`config.mk`:
```
export PLATFORM = sky130hd
export DESIGN_NAME = resv_wb_bcast
export DESIGN_NICKNAME = d
export VERILOG_FILES = /design/src/rtl/resv_wb_bcast_pkg.sv /design/src/rtl/resv_wb_fifo.sv /design/src/rtl/resv_wb_bcast.sv
export SDC_FILE = /design/constraint.sdc
export NUM_CORES = 1
export LEC_CHECK = 0
export CAP_MARGIN = 20
export CORE_MARGIN = 2
export CORE_UTILIZATION = 35
export DETAILED_ROUTE_END_ITERATION = 10
export GPL_TIMING_DRIVEN = 1
export HOLD_SLACK_MARGIN = 0.1
export PLACE_DENSITY = 0.52
export SETUP_SLACK_MARGIN = 0.15
export SLEW_MARGIN = 0
export SYNTH_ARGS = -nofsm -noshare
export SYNTH_HDL_FRONTEND = slang
export SYNTH_SLANG_ARGS = --single-unit
```
`constraint.sdc`:
```
create_clock -name clk -period 2.6 [get_ports clk]
set_input_delay 0.39 -clock clk [delete_from_list [all_inputs] [get_ports clk]]
set_output_delay 0.39 -clock clk [all_outputs]
set_load 0.01 [all_outputs]
```
`src/rtl/resv_wb_bcast_pkg.sv`:
```
// rtl/resv_wb_bcast_pkg.sv - shared reservation-station widths and constants
package resv_wb_bcast_pkg;

  localparam int W_RX_A    = 5;
  localparam int W_RX_D    = 32;
  localparam int DEPTH_DEF = 4;

  // Idle broadcasts target r0, which every reservation cell treats as a no-op match.
  localparam logic [W_RX_A-1:0] IDLE_ADDR = '0;

  typedef enum logic {
    PIP0 = 1'b0,
    PIP1 = 1'b1
  } pip_e;

endpackage

```
`src/rtl/resv_wb_fifo.sv`:
```
// rtl/resv_wb_fifo.sv - per-pipe writeback result queue (address + data entries)
module resv_wb_fifo
  import resv_wb_bcast_pkg::*;
#(
  parameter int W_A   = W_RX_A,
  parameter int W_D   = W_RX_D,
  parameter int DEPTH = DEPTH_DEF,
  localparam int PW   = $clog2(DEPTH),
  localparam int CW   = PW + 1
) (
  input  logic           clk,
  input  logic           clear,
  input  logic           push,
  input  logic [W_A-1:0] push_a,
  input  logic [W_D-1:0] push_d,
  input  logic           pop,
  output logic [W_A-1:0] head_a,
  output logic [W_D-1:0] head_d,
  output logic           head_v,
  output logic [CW-1:0]  count
);

  logic [W_A+W_D-1:0] mem_q [DEPTH];
  logic [W_A+W_D-1:0] mem_d [DEPTH];
  logic [PW-1:0]      wr_ptr_q, wr_ptr_d;
  logic [PW-1:0]      rd_ptr_q, rd_ptr_d;
  logic [CW-1:0]      count_q, count_d;

  // Pointers are exactly PW bits wide, so increment wraps modulo DEPTH.
  always_comb begin
    mem_d    = mem_q;
    wr_ptr_d = wr_ptr_q;
    rd_ptr_d = rd_ptr_q;
    count_d  = count_q;
    if (push) begin
      mem_d[wr_ptr_q] = {push_a, push_d};
      wr_ptr_d        = wr_ptr_q + 1'b1;
    end
    if (pop) begin
      rd_ptr_d = rd_ptr_q + 1'b1;
    end
    case ({push, pop})
      2'b10:   count_d = count_q + 1'b1;
      2'b01:   count_d = count_q - 1'b1;
      default: count_d = count_q;
    endcase
  end

  always_ff @(posedge clk or posedge clear) begin
    if (clear) begin
      wr_ptr_q <= '0;
      rd_ptr_q <= '0;
      count_q  <= '0;
    end else begin
      wr_ptr_q <= wr_ptr_d;
      rd_ptr_q <= rd_ptr_d;
      count_q  <= count_d;
    end
  end

  // Entry storage needs no reset: occupancy alone decides what is valid.
  always_ff @(posedge clk) begin
    mem_q <= mem_d;
  end

  assign {head_a, head_d} = mem_q[rd_ptr_q];
  assign head_v           = (count_q != '0);
  assign count            = count_q;

endmodule

```
`src/rtl/resv_wb_bcast.sv`:
```
// rtl/resv_wb_bcast.sv - two-pipe writeback queues with round-robin register broadcast
module resv_wb_bcast
  import resv_wb_bcast_pkg::*;
#(
  parameter int W_rx_a = W_RX_A,
  parameter int W_rx_d = W_RX_D,
  parameter int DEPTH  = DEPTH_DEF
) (
  input  logic              clk,
  input  logic              clear,
  input  logic              i0_v,
  input  logic [W_rx_a-1:0] i0_rd_a,
  input  logic [W_rx_d-1:0] i0_rd_d,
  output logic              o0_rdy,
  input  logic              i1_v,
  input  logic [W_rx_a-1:0] i1_rd_a,
  input  logic [W_rx_d-1:0] i1_rd_d,
  output logic              o1_rdy,
  output logic [W_rx_a-1:0] addr_reg_upt,
  output logic [W_rx_d-1:0] data_reg_upt,
  output logic              upt_v
);

  localparam int CW = $clog2(DEPTH) + 1;
  localparam logic [W_rx_a-1:0] IDLE_A = W_rx_a'(IDLE_ADDR);

  logic              push0, push1, pop0, pop1;
  logic [W_rx_a-1:0] head0_a, head1_a;
  logic [W_rx_d-1:0] head0_d, head1_d;
  logic              head0_v, head1_v;
  logic [CW-1:0]     count0, count1;

  pip_e              rr_q, rr_d;
  logic [W_rx_a-1:0] addr_q, addr_d;
  logic [W_rx_d-1:0] data_q, data_d;
  logic              upt_v_q, upt_v_d;

  // Ready looks only at registered occupancy; a full queue stays closed even on a pop cycle.
  assign o0_rdy = (count0 < CW'(DEPTH));
  assign o1_rdy = (count1 < CW'(DEPTH));

  // r0 results complete the handshake but carry nothing worth broadcasting.
  assign push0 = i0_v && o0_rdy && (i0_rd_a != IDLE_A);
  assign push1 = i1_v && o1_rdy && (i1_rd_a != IDLE_A);

  resv_wb_fifo #(.W_A(W_rx_a), .W_D(W_rx_d), .DEPTH(DEPTH)) u_q0 (
    .clk    (clk),
    .clear  (clear),
    .push   (push0),
    .push_a (i0_rd_a),
    .push_d (i0_rd_d),
    .pop    (pop0),
    .head_a (head0_a),
    .head_d (head0_d),
    .head_v (head0_v),
    .count  (count0)
  );

  resv_wb_fifo #(.W_A(W_rx_a), .W_D(W_rx_d), .DEPTH(DEPTH)) u_q1 (
    .clk    (clk),
    .clear  (clear),
    .push   (push1),
    .push_a (i1_rd_a),
    .push_d (i1_rd_d),
    .pop    (pop1),
    .head_a (head1_a),
    .head_d (head1_d),
    .head_v (head1_v),
    .count  (count1)
  );

  // After serving one pipe the pointer always favours the other one next.
  always_comb begin
    pop0    = head0_v && (!head1_v || (rr_q == PIP0));
    pop1    = head1_v && !pop0;
    rr_d    = rr_q;
    upt_v_d = 1'b0;
    addr_d  = IDLE_A;
    data_d  = '0;
    if (pop0) begin
      rr_d    = PIP1;
      upt_v_d = 1'b1;
      addr_d  = head0_a;
      data_d  = head0_d;
    end else if (pop1) begin
      rr_d    = PIP0;
      upt_v_d = 1'b1;
      addr_d  = head1_a;
      data_d  = head1_d;
    end
  end

  always_ff @(posedge clk or posedge clear) begin
    if (clear) begin
      rr_q    <= PIP0;
      upt_v_q <= 1'b0;
      addr_q  <= IDLE_A;
      data_q  <= '0;
    end else begin
      rr_q    <= rr_d;
      upt_v_q <= upt_v_d;
      addr_q  <= addr_d;
      data_q  <= data_d;
    end
  end

  assign addr_reg_upt = addr_q;
  assign data_reg_upt = data_q;
  assign upt_v        = upt_v_q;

endmodule

```
* Word-level counts from Yosys, hierarchy flattened *
Cells that the tools add are included.

word-level totals
  register bits = 349
  bits of input ports = 78
  output and inout bits = 40
  word-level logic and storage cells = 83

cells by class
  add/subtract/negate cells = 8
  magnitude comparators = 8
  eq/ne operators = 4
  mux-type cells = 22
  bitwise logic cells = 5
  reductions and logical operators = 18

operator list
  operator                                                              number
  148-bit bitwise mux                                                   2
  37-bit 2-to-1 mux                                                     6
  37-bit binary-select mux with 2-bit select                            2
  37-bit demux with 2-bit select                                        2
  32-bit 2-to-1 mux                                                     2
  3-bit greater-or-equal comparator, second input constant              4
  2-bit NOT with 3-bit output                                           4
  3-bit one-hot mux with 2 select lines                                 2
  5-bit 2-to-1 mux                                                      2
  5-bit nonzero test                                                    2
  2-bit by 1-bit adder with 2-bit output, second input constant         4
  1-bit logical AND                                                     8
  3-bit by 1-bit adder with 3-bit output, second input constant         2
  3-bit by 1-bit < comparator with 1-bit output, second input constant  2
  3-bit < comparator, second input constant                             2
  2-bit nonzero test                                                    3
  3-bit nonzero test                                                    2
  3-bit by 1-bit subtractor with 3-bit output, second input constant    2
  2-bit by 1-bit == test with 1-bit output, second input constant       2
  2-bit == test, second input constant                                  2
  1-bit 2-to-1 mux                                                      4
  1-bit zero test                                                       2
  1-bit logical OR                                                      1
  1-bit NOT                                                             1

* Depth between registers and ports, before layout *
Gate-level depths: netlist (run 1).

  word-level depth = 8
  mapped depth = 9

* Hierarchy *
A second synthesis (run 1) with hierarchy kept.

unflattened totals
  cell total of the unflattened synthesis = 628
  area, all modules = 13210.2 um2

modules (own cells, without submodules)
  module               instances  cells each  area an instance (um2)  seq. area each (um2)
  resv_wb_fifo (u_q1)  1          229         5728.0                  4619.4
  resv_wb_fifo (u_q0)  1          226         5718.0                  4619.4
  resv_wb_bcast        1          173         1764.2                  975.9

* Least setup slack after synthesis (run 1) *
OpenSTA, ideal clock, no wires.

  kind = register -> register
  start = register u_q0.count_q[0] (netlist: u_q0.count[0])
  end = register u_q1.count_q[2] (netlist: u_q1.count[2])
  arrival time = 2.107 ns
  data required time = 2.520 ns
  slack = 0.413 ns
  cell stages (with the launch flop) = 10
  clock period less this slack = 2.187 ns
  cell sequence = dfrtp_1 or3_4 a21oi_2 buf_4 ha_1 inv_1 fa_1 xor2_1 nor2_1 xnor2_1

between the ends
  cells in the longest elaborated chain, start to end = 6

ends and longest elaborated chain
  element                                                                             line                 RTL
  start: declaration                                                                  resv_wb_fifo.sv:27   logic [CW-1:0] count_q, count_d;
  start signal: assignment                                                            resv_wb_fifo.sv:57   count_q <= count_d;
  3-bit nonzero test *                                                                resv_wb_fifo.sv:67   assign head_v = (count_q != '0);
  1-bit logical AND *                                                                 resv_wb_bcast.sv:74  pop0 = head0_v && (!head1_v || (rr_q == PIP0));
  1-bit zero test *                                                                   resv_wb_bcast.sv:75  pop1 = head1_v && !pop0;
  1-bit logical AND *                                                                 resv_wb_bcast.sv:75
  net pop1                                                                            resv_wb_bcast.sv:27  logic push0, push1, pop0, pop1;
  2-bit by 1-bit == test with 1-bit output / 2-bit == test (equally long branches)    resv_wb_fifo.sv:42   case ({push, pop})
  3-bit one-hot mux with 2 select lines / 2-bit nonzero test (equally long branches)  -
  end signal: assignment                                                              resv_wb_fifo.sv:57
  end: declaration                                                                    resv_wb_fifo.sv:27

Mark *: on every way through the listed nets, which the timed path passes. The rest lies on a longest branch.
A chain may end at the register's enable or synchronous reset.

* Worst setup path after layout (run 1) *
  start = input i1_rd_a[1]
  end = register u_q1.count_q[2] (netlist: u_q1.count[2])

between the ends
  cells in the longest elaborated chain, start to end = 4

ends and longest elaborated chain
  element                                                                             line                 RTL
  start: declaration                                                                  resv_wb_bcast.sv:16  input logic [W_rx_a-1:0] i1_rd_a,
  5-bit nonzero test *                                                                resv_wb_bcast.sv:44  assign push1 = i1_v && o1_rdy && (i1_rd_a != IDLE_A);
  1-bit logical AND *                                                                 resv_wb_bcast.sv:44
  2-bit by 1-bit == test with 1-bit output / 2-bit == test (equally long branches)    resv_wb_fifo.sv:42
  3-bit one-hot mux with 2 select lines / 2-bit nonzero test (equally long branches)  -

Mark *: on every way between the ends. The rest lies on a longest branch, timed or not.

==> results of run 1 <==
[metal layers]
metal / track usage / routed length, um / vias up
li1: - / - / 2616
met5: 0 / 0 / -
met1: 0.192 / 11900 / 3213
met4: 0.0356 / 381 / 0
met2: 0.253 / 14100 / 132
met3: 0.0284 / 1210 / 32
[synth_stat cells, drive strengths merged (2+ instances only)]
master  instances  share of area
nor3            2        0.00077
edfxtp        296           0.69
nor2            2        0.00058
buf            17          0.011
dfrtp          53           0.10
fa              2         0.0031
ha             10         0.0097
mux2i           2         0.0015
clkbuf          7         0.0020
o311a           2         0.0033
xnor2           7         0.0047
mux4           74           0.13
xor2            5         0.0034
a22o           37          0.025
or3             3         0.0018
inv            17         0.0049
and2            9         0.0045
mux2            2         0.0017
[where the power goes]
group          internal, uW  switching [uW]
clock network          3130            2000
logic                  2880            2590
registers              7250             557
total                 13300            5150
[flip-flops by register name (all words and copies together), names as in the netlist]
name	count
addr_reg_upt	5
u_q0.wr_ptr_q	2
u_q1.wr_ptr_q	2
u_q0.rd_ptr_q	2
rr_q	1
u_q0.mem_q	148
u_q1.mem_q	148
upt_v	1
u_q1.count	3
u_q1.rd_ptr_q	2
data_reg_upt	32
u_q0.count	3
[cell usage in the layout (no fill, tap or decap), types with 2 or more instances in the layout]
cell	synthesis	routed
ha_1	10	10
mux2i_1	2	2
clkbuf_8	0	6
and2_2	0	8
clkinv_2	0	6
a22o_1	37	37
or3_1	2	2
clkbuf_1	7	15
nor3_1	2	2
inv_2	4	4
buf_12	0	16
mux4_2	74	74
edfxtp_1	296	296
clkbuf_16	0	39
bufinv_16	0	2
xnor2_1	7	7
dfrtp_1	53	49
mux2_1	2	2
dfrtp_2	0	2
o311a_4	2	2
dfrtp_4	0	2
nor2_1	2	2
clkdlybuf4s50_1	0	117
fa_1	2	2
xor2_1	5	5
inv_1	13	12
buf_4	4	17
[final timing paths]
check,end,from,slack (ns),cells after the start
worst max register to register,u_q1.count[2]$_DFFE_PP0P_,u_q0.count[0]$_DFFE_PP0P_,0.45,8
worst min-delay path,data_reg_upt[8]$_DFF_PP0_,clear,0.23,2
worst max-delay path,u_q1.count[2]$_DFFE_PP0P_,i1_rd_a[1],0.43,10
max in group asynchronous,u_q1.rd_ptr_q[0]$_DFFE_PP0P_,clear,1.78,3
min in group clk,u_q0.mem_q[79]$_DFFE_PP_,i0_rd_d[5],0.52,1
worst min register to register,u_q0.count[0]$_DFFE_PP0P_,u_q0.count[0]$_DFFE_PP0P_,0.53,1
[per-stage QoR]
stage / hold slack [ns] / instances / util / total power, uW / setup slack (ns)
5_1_grt: 0.277 / 1215 / 0.444 / 19400 / 0.319
2_1_floorplan: 0.484 / 553 / - / 11300 / 0.413
3_3_place_gp: 0.505 / 1147 / 0.411 / 13400 / -0.0717
4_1_cts: 0.261 / 1215 / 0.444 / 18800 / 0.426
6_report: 0.231 / 1216 / 0.444 / 18400 / 0.428
3_5_place_dp: 0.522 / 1147 / 0.411 / 13600 / -0.110
[kinds of logic (layout without fill, tap and decap cells)]
logic type      after synthesis  count (layout)  share of synthesized area
compound gates               43              43                     0.0308
xor+xnor                     12              12                    0.00812
fa+ha+maj                    12              12                     0.0128
buf+inv                      41             235                     0.0182
flops                       349             349                      0.790
mux                          78              78                      0.132
other cells                   0               1                          0
simple gates                 18              18                    0.00851
[critical path: cells and delay by family]
family	cells	cell delay [ns]
buffers and inverters	3	0.54
and+or+nand+nor	2	0.50
adders and majority gates	2	0.53
xor gates and xnor gates	2	0.30
AOI/OAI and AO/OA	1	0.33
[area by class of cell]
class,count,area share
Timing Repair Buffer,150,0.0999
Sequential cell,349,0.631
Antenna cell,1,0.000154
Inverter,17,0.00401
Tap cell,468,0.0361
Multi-Input combinational cell,163,0.155
Clock buffer,60,0.0688
Clock inverter,8,0.00579
==> flow_summary_export.csv, run 1 <==
group,metric,value,unit
clocking,postCtsSetupRepairBufs,0,
place,routabilityCongestion,0.689,
setup_path,crit_path_top_delay_cell,"clkdlybuf4s50_1",
final_layout,n_fill_cell,3047,
synth,ys_seq_area_frac,0.790,
sta,setup-violations-final,0,
final_layout,fin_area,16200,um2
setup_path,critPathKind,"in2reg",
synth,synth.distinct_cells,29,
final_layout,areaGrowthSynthToFinish,25.3,%
drt,dr.pass1.iters,4,
sta,finalCritPeriodShare,0.836,
clocking,hold_buffers,0,
worst_hold_path,hold_class,"in2async",
setup_path,startpoint_type,"input port",
sta,worst_pin_slew,0.595,ns
synth,synthesis.area,12900,um2
floorplanning,row_count,70,
setup_path,required,3.02,ns
floorplanning,die_w,196,um
synth,ys_ff_latch,349,
synth,yosys_warnings,0,
floorplanning,initial_core_util,0.354,
clocking,htreeDepth,2,
drt,postRouteAntennaNets,0,
setup_path,slowest_delay,0.43,ns
setup_path,worst-path-max-fanout,2,
sta,slew_viol_final,0,
pwr,leakagePower,0.00550,uW
place,dp.final_hpwl,17100,um
place,placed_cell_area,15000,um2
final_layout,drive_gt1_frac,0.244,
place,numPortBuffers,117,
floorplanning,dieHeight,196,um
global_route,grt.total_usage,0.147,
sta,rsz0062_at_grt,"no",
sta,clock.fmax,0.460,GHz
clocking,cts_buffers,37,
drt,drt_iter0_markers,400,
drt,detail_route.wl_per_cell,22.7,um
flow_run,max-cap-violations,0,
final_layout,final_nets,808,
clocking,root_buffer,"clkbuf_16",
global_route,antenna_found_initial,1,
clocking,cts_sinks,349,
clocking,tritoncts,"yes",
sta,min_period,2.17,ns
setup_path,path_cells,"clkdlybuf4s50_1 > or3_1 > o311a_4 > inv_2 > ha_1 > inv_1 > fa_1 > xor2_1 > nor2_1 > xnor2_1",
synth,ys_async_sr_fraction,0.152,
floorplanning,boundaryPins,118,
synth,synthCells,553,
global_route,grt_pass1_wl,41500,um
drt,drt-total-wl,27600,um
setup_path,arrival,2.59,ns
clocking,insertion_delay,0.52,ns
synth,synth_edf_count,296,
floorplanning,die_area,38500,um2
global_route,grt_max_degree,39,
sta,slew_headroom,0.603,
clocking,clk_pin_slew_worst_paths,0.06,ns
synth,synth_fp_nets,643,
pwr,power_density,1140,nW/um2
drt,post-route-drc-count,0,
sta,hold_violations,0,
drt,dr_total_vias,5993,
synth,synth_flop_cell,"edfxtp_1",
floorplanning,core_area,36500,um2
global_route,overflow,0,
run_status,status,"complete, no violations",
clocking,cts_max_path_buffers,3,
setup_path,worst_setup_path_end_kind,"flop",
final_layout,multi_input_area,2500,um2
sta,tns,0,ns
clocking,post_cts_resized,0,
drt,viasPerCell,4.93,
final_layout,layout.area.seq,10200,um2
sta,finClkSkew,0.0151,ns
pwr,ir_worst_vdd,584,uV
synth,syn_area_per_cell,23.4,um2
global_route,first_global_vias,6713,
Power figures use the tool's default switching activity.
==> run 2: changes to the inputs <==
==> constraint.sdc (replaced) <==
create_clock -name clk -period 2.12 [get_ports clk]
set_input_delay 0.318 -clock clk [delete_from_list [all_inputs] [get_ports clk]]
set_output_delay 0.318 -clock clk [all_outputs]
set_load 0.01 [all_outputs]
==> run 2 against run 1 <==
- global-route usage increased by 0.32 points
- largest cell class unchanged
- highest routed layer unchanged
- setup slack got worse by 0.30 ns
- routed wire length rose by 2.4%
- combinational power rose by 31%
- register-to-register slack worse by 0.32 ns
- non-clock buffer count increased by 15
- clock power up 25%
- flip-flop and latch count did not move
- total power increased by 26%
- sequential share of layout area decreased by 0.99 points
==> flow_summary_export.csv, run 2 (synthesis results as in run 1) <==
group,metric,value,unit
setup_path,r2r-start,"u_q0.count[1]$_DFFE_PP0P_",
global_route,grt.total_usage,0.150,
worst_hold_path,holdPathStages,2,
drt,post-route-drc-count,0,
sta,worst_pin_slew,0.604,ns
clocking,htreeDepth,2,
global_route,overflow,0,
sta,hold_violations,0,
drt,dr.pass1.iters,5,
clocking,insertion_delay,0.52,ns
sta,tns,0,ns
global_route,grt_max_degree,39,
pwr,leakagePower,0.00561,uW
setup_path,critPathKind,"reg2reg",
final_layout,final_core_util,0.451,
worst_hold_path,worstHoldEndpoint,"u_q1.mem_q[107]$_DFFE_PP_",
global_route,grt_pass1_wl,42600,um
setup_path,arrival,2.43,ns
final_layout,drive_gt1_frac,0.270,
drt,route.met3.wl,1420,um
final_layout,areaGrowthSynthToFinish,27.3,%
setup_path,worst-path-max-fanout,2,
pwr,power_density,1400,nW/um2
worst_hold_path,min-delay-start,"i1_rd_a[1]",
clocking,root_buffer,"clkbuf_16",
sta,slew_headroom,0.598,
drt,top_layer,"met4",
final_layout,fin_cells,1232,
clocking,cts_buffers,38,
place,dp_worst_setup_slack,-0.462,ns
final_layout,layout_common_cells,"296 x edfxtp_1, 116 x clkdlybuf4s50_1, 74 x mux4_2",
sta,setup-violations-final,0,
run_status,status,"complete, no violations",
place,routabilityCongestion,0.729,
floorplanning,initial_core_util,0.354,
sta,finClkSkew,0.00998,ns
floorplanning,row_count,70,
sta,clock.fmax,0.502,GHz
setup_path,r2r_end,"u_q1.count[2]$_DFFE_PP0P_",
drt,drt-total-wl,28200,um
flow_run,max-cap-violations,0,
floorplanning,boundaryPins,118,
floorplanning,core_area,36500,um2
final_layout,final_nets,824,
clocking,clk_pin_slew_worst_paths,0.06,ns
floorplanning,dieHeight,196,um
worst_hold_path,hold_class,"in2reg",
place,numPortBuffers,117,
setup_path,worst_setup_path_end_kind,"flop",
clocking,cts_max_path_buffers,3,
pwr,ir_worst_vdd,1160,uV
sta,rsz0062_at_grt,"yes",
setup_path,rr_worst_depth,8,
setup_path,startpoint_type,"flop",
global_route,antenna_found_initial,1,
drt,postRouteAntennaNets,0,
setup_path,critPathLaunch,"u_q0.count[1]$_DFFE_PP0P_",
place,placedCellCount,1158,
sta,finalCritPeriodShare,0.939,
drt,detail_route.wl_per_cell,22.9,um
setup_path,r2r_slack,0.13,ns
clocking,tritoncts,"yes",
sta,final.setup.worst_slack,0.130,ns
sta,slew_viol_final,0,
drt,wl_met1,12500,um
final_layout,final_common_cell,"edfxtp_1",
drt,drt_iter0_markers,405,
sta,min_period,1.99,ns
global_route,first_global_vias,6769,
place,dp.final_hpwl,17900,um
sta,hold_ws,0.174,ns
clocking,cts_sinks,349,
floorplanning,die_area,38500,um2
floorplanning,die_w,196,um
drt,viasPerCell,4.92,
setup_path,required,2.56,ns
drt,wl_met2,13900,um
drt,dr_total_vias,6058,
==> run 2: changes by cell type in the layout (fill, tap and decap cells not counted), moves of 3 or more <==
| cell | previous run | this run |
|---|---|---|
| clkbuf_1 | 15 | 8 |
| clkbuf_8 | 6 | 2 |
| buf_12 | 16 | 22 |
| clkinv_1 | 0 | 6 |
| buf_4 | 17 | 25 |
| clkinvlp_4 | 0 | 3 |
==> run 2: worst max-delay path: stages (launching register included) <==
cell and delay (ns):
dfrtp_1 0.39, or3_4 0.41, a21oi_4 0.18, ha_4 0.15, inv_1 0.05, fa_2 0.34, xor2_1 0.15, nor2_1 0.13
xnor2_1 0.12
==> run 2: through the flow <==
stage	total power [uW]	area, um2
after floorplan	14000	13000
after global placement	16800	15200
after detailed placement	17000	15200
after CTS	23500	16400
after global routing	24300	16500
final	23100	16500
==> run 2: worst max path at each step <==
stage	to	depth (start not counted)
final	u_q1.count[2]$_DFFE_PP0P_	8
after global routing	u_q1.count[2]$_DFFE_PP0P_	8
after CTS	u_q1.count[2]$_DFFE_PP0P_	8
after detailed placement	u_q0.count[2]$_DFFE_PP0P_	10
after global placement	u_q0.count[2]$_DFFE_PP0P_	10
after floorplan	u_q1.count[2]$_DFFE_PP0P_	9
==> run 2: area by class of cell <==
cell class / count / area (um2)
clock inverter: 18 / 144
multi-input combinational: 163 / 2550
antenna: 1 / 2.50
timing repair buffer: 165 / 1810
inverter: 17 / 67.6
tap: 468 / 586
sequential: 349 / 10200
fill: 3024 / 20100
clock buffer: 51 / 1080
==> run 2: per-layer routing <==
metal | up-vias | track usage
li1 | 2650 | -
met1 | 3219 | 0.208
met2 | 151 | 0.247
met3 | 38 | 0.0275
met4 | 0 | 0.0342
met5 | - | 0
==> run 2: repair_timing <==
item,4_1_cts,5_1_grt
endpoints found under the hold margin,11,0
setup endpoints to repair,2,13
buffers inserted,2,1
hold buffers,1,0
gates resized for setup,2,3
pin swaps,8,4
==> run 2: power by group <==
part	leakage, uW	internal [uW]	switching (uW)	total [uW]
Clock	0.000595	3840	2570	6400
Sequential	0.00331	8890	652	9540
Combinational	0.00170	3810	3360	7180
Total	0.00561	16500	6580	23100
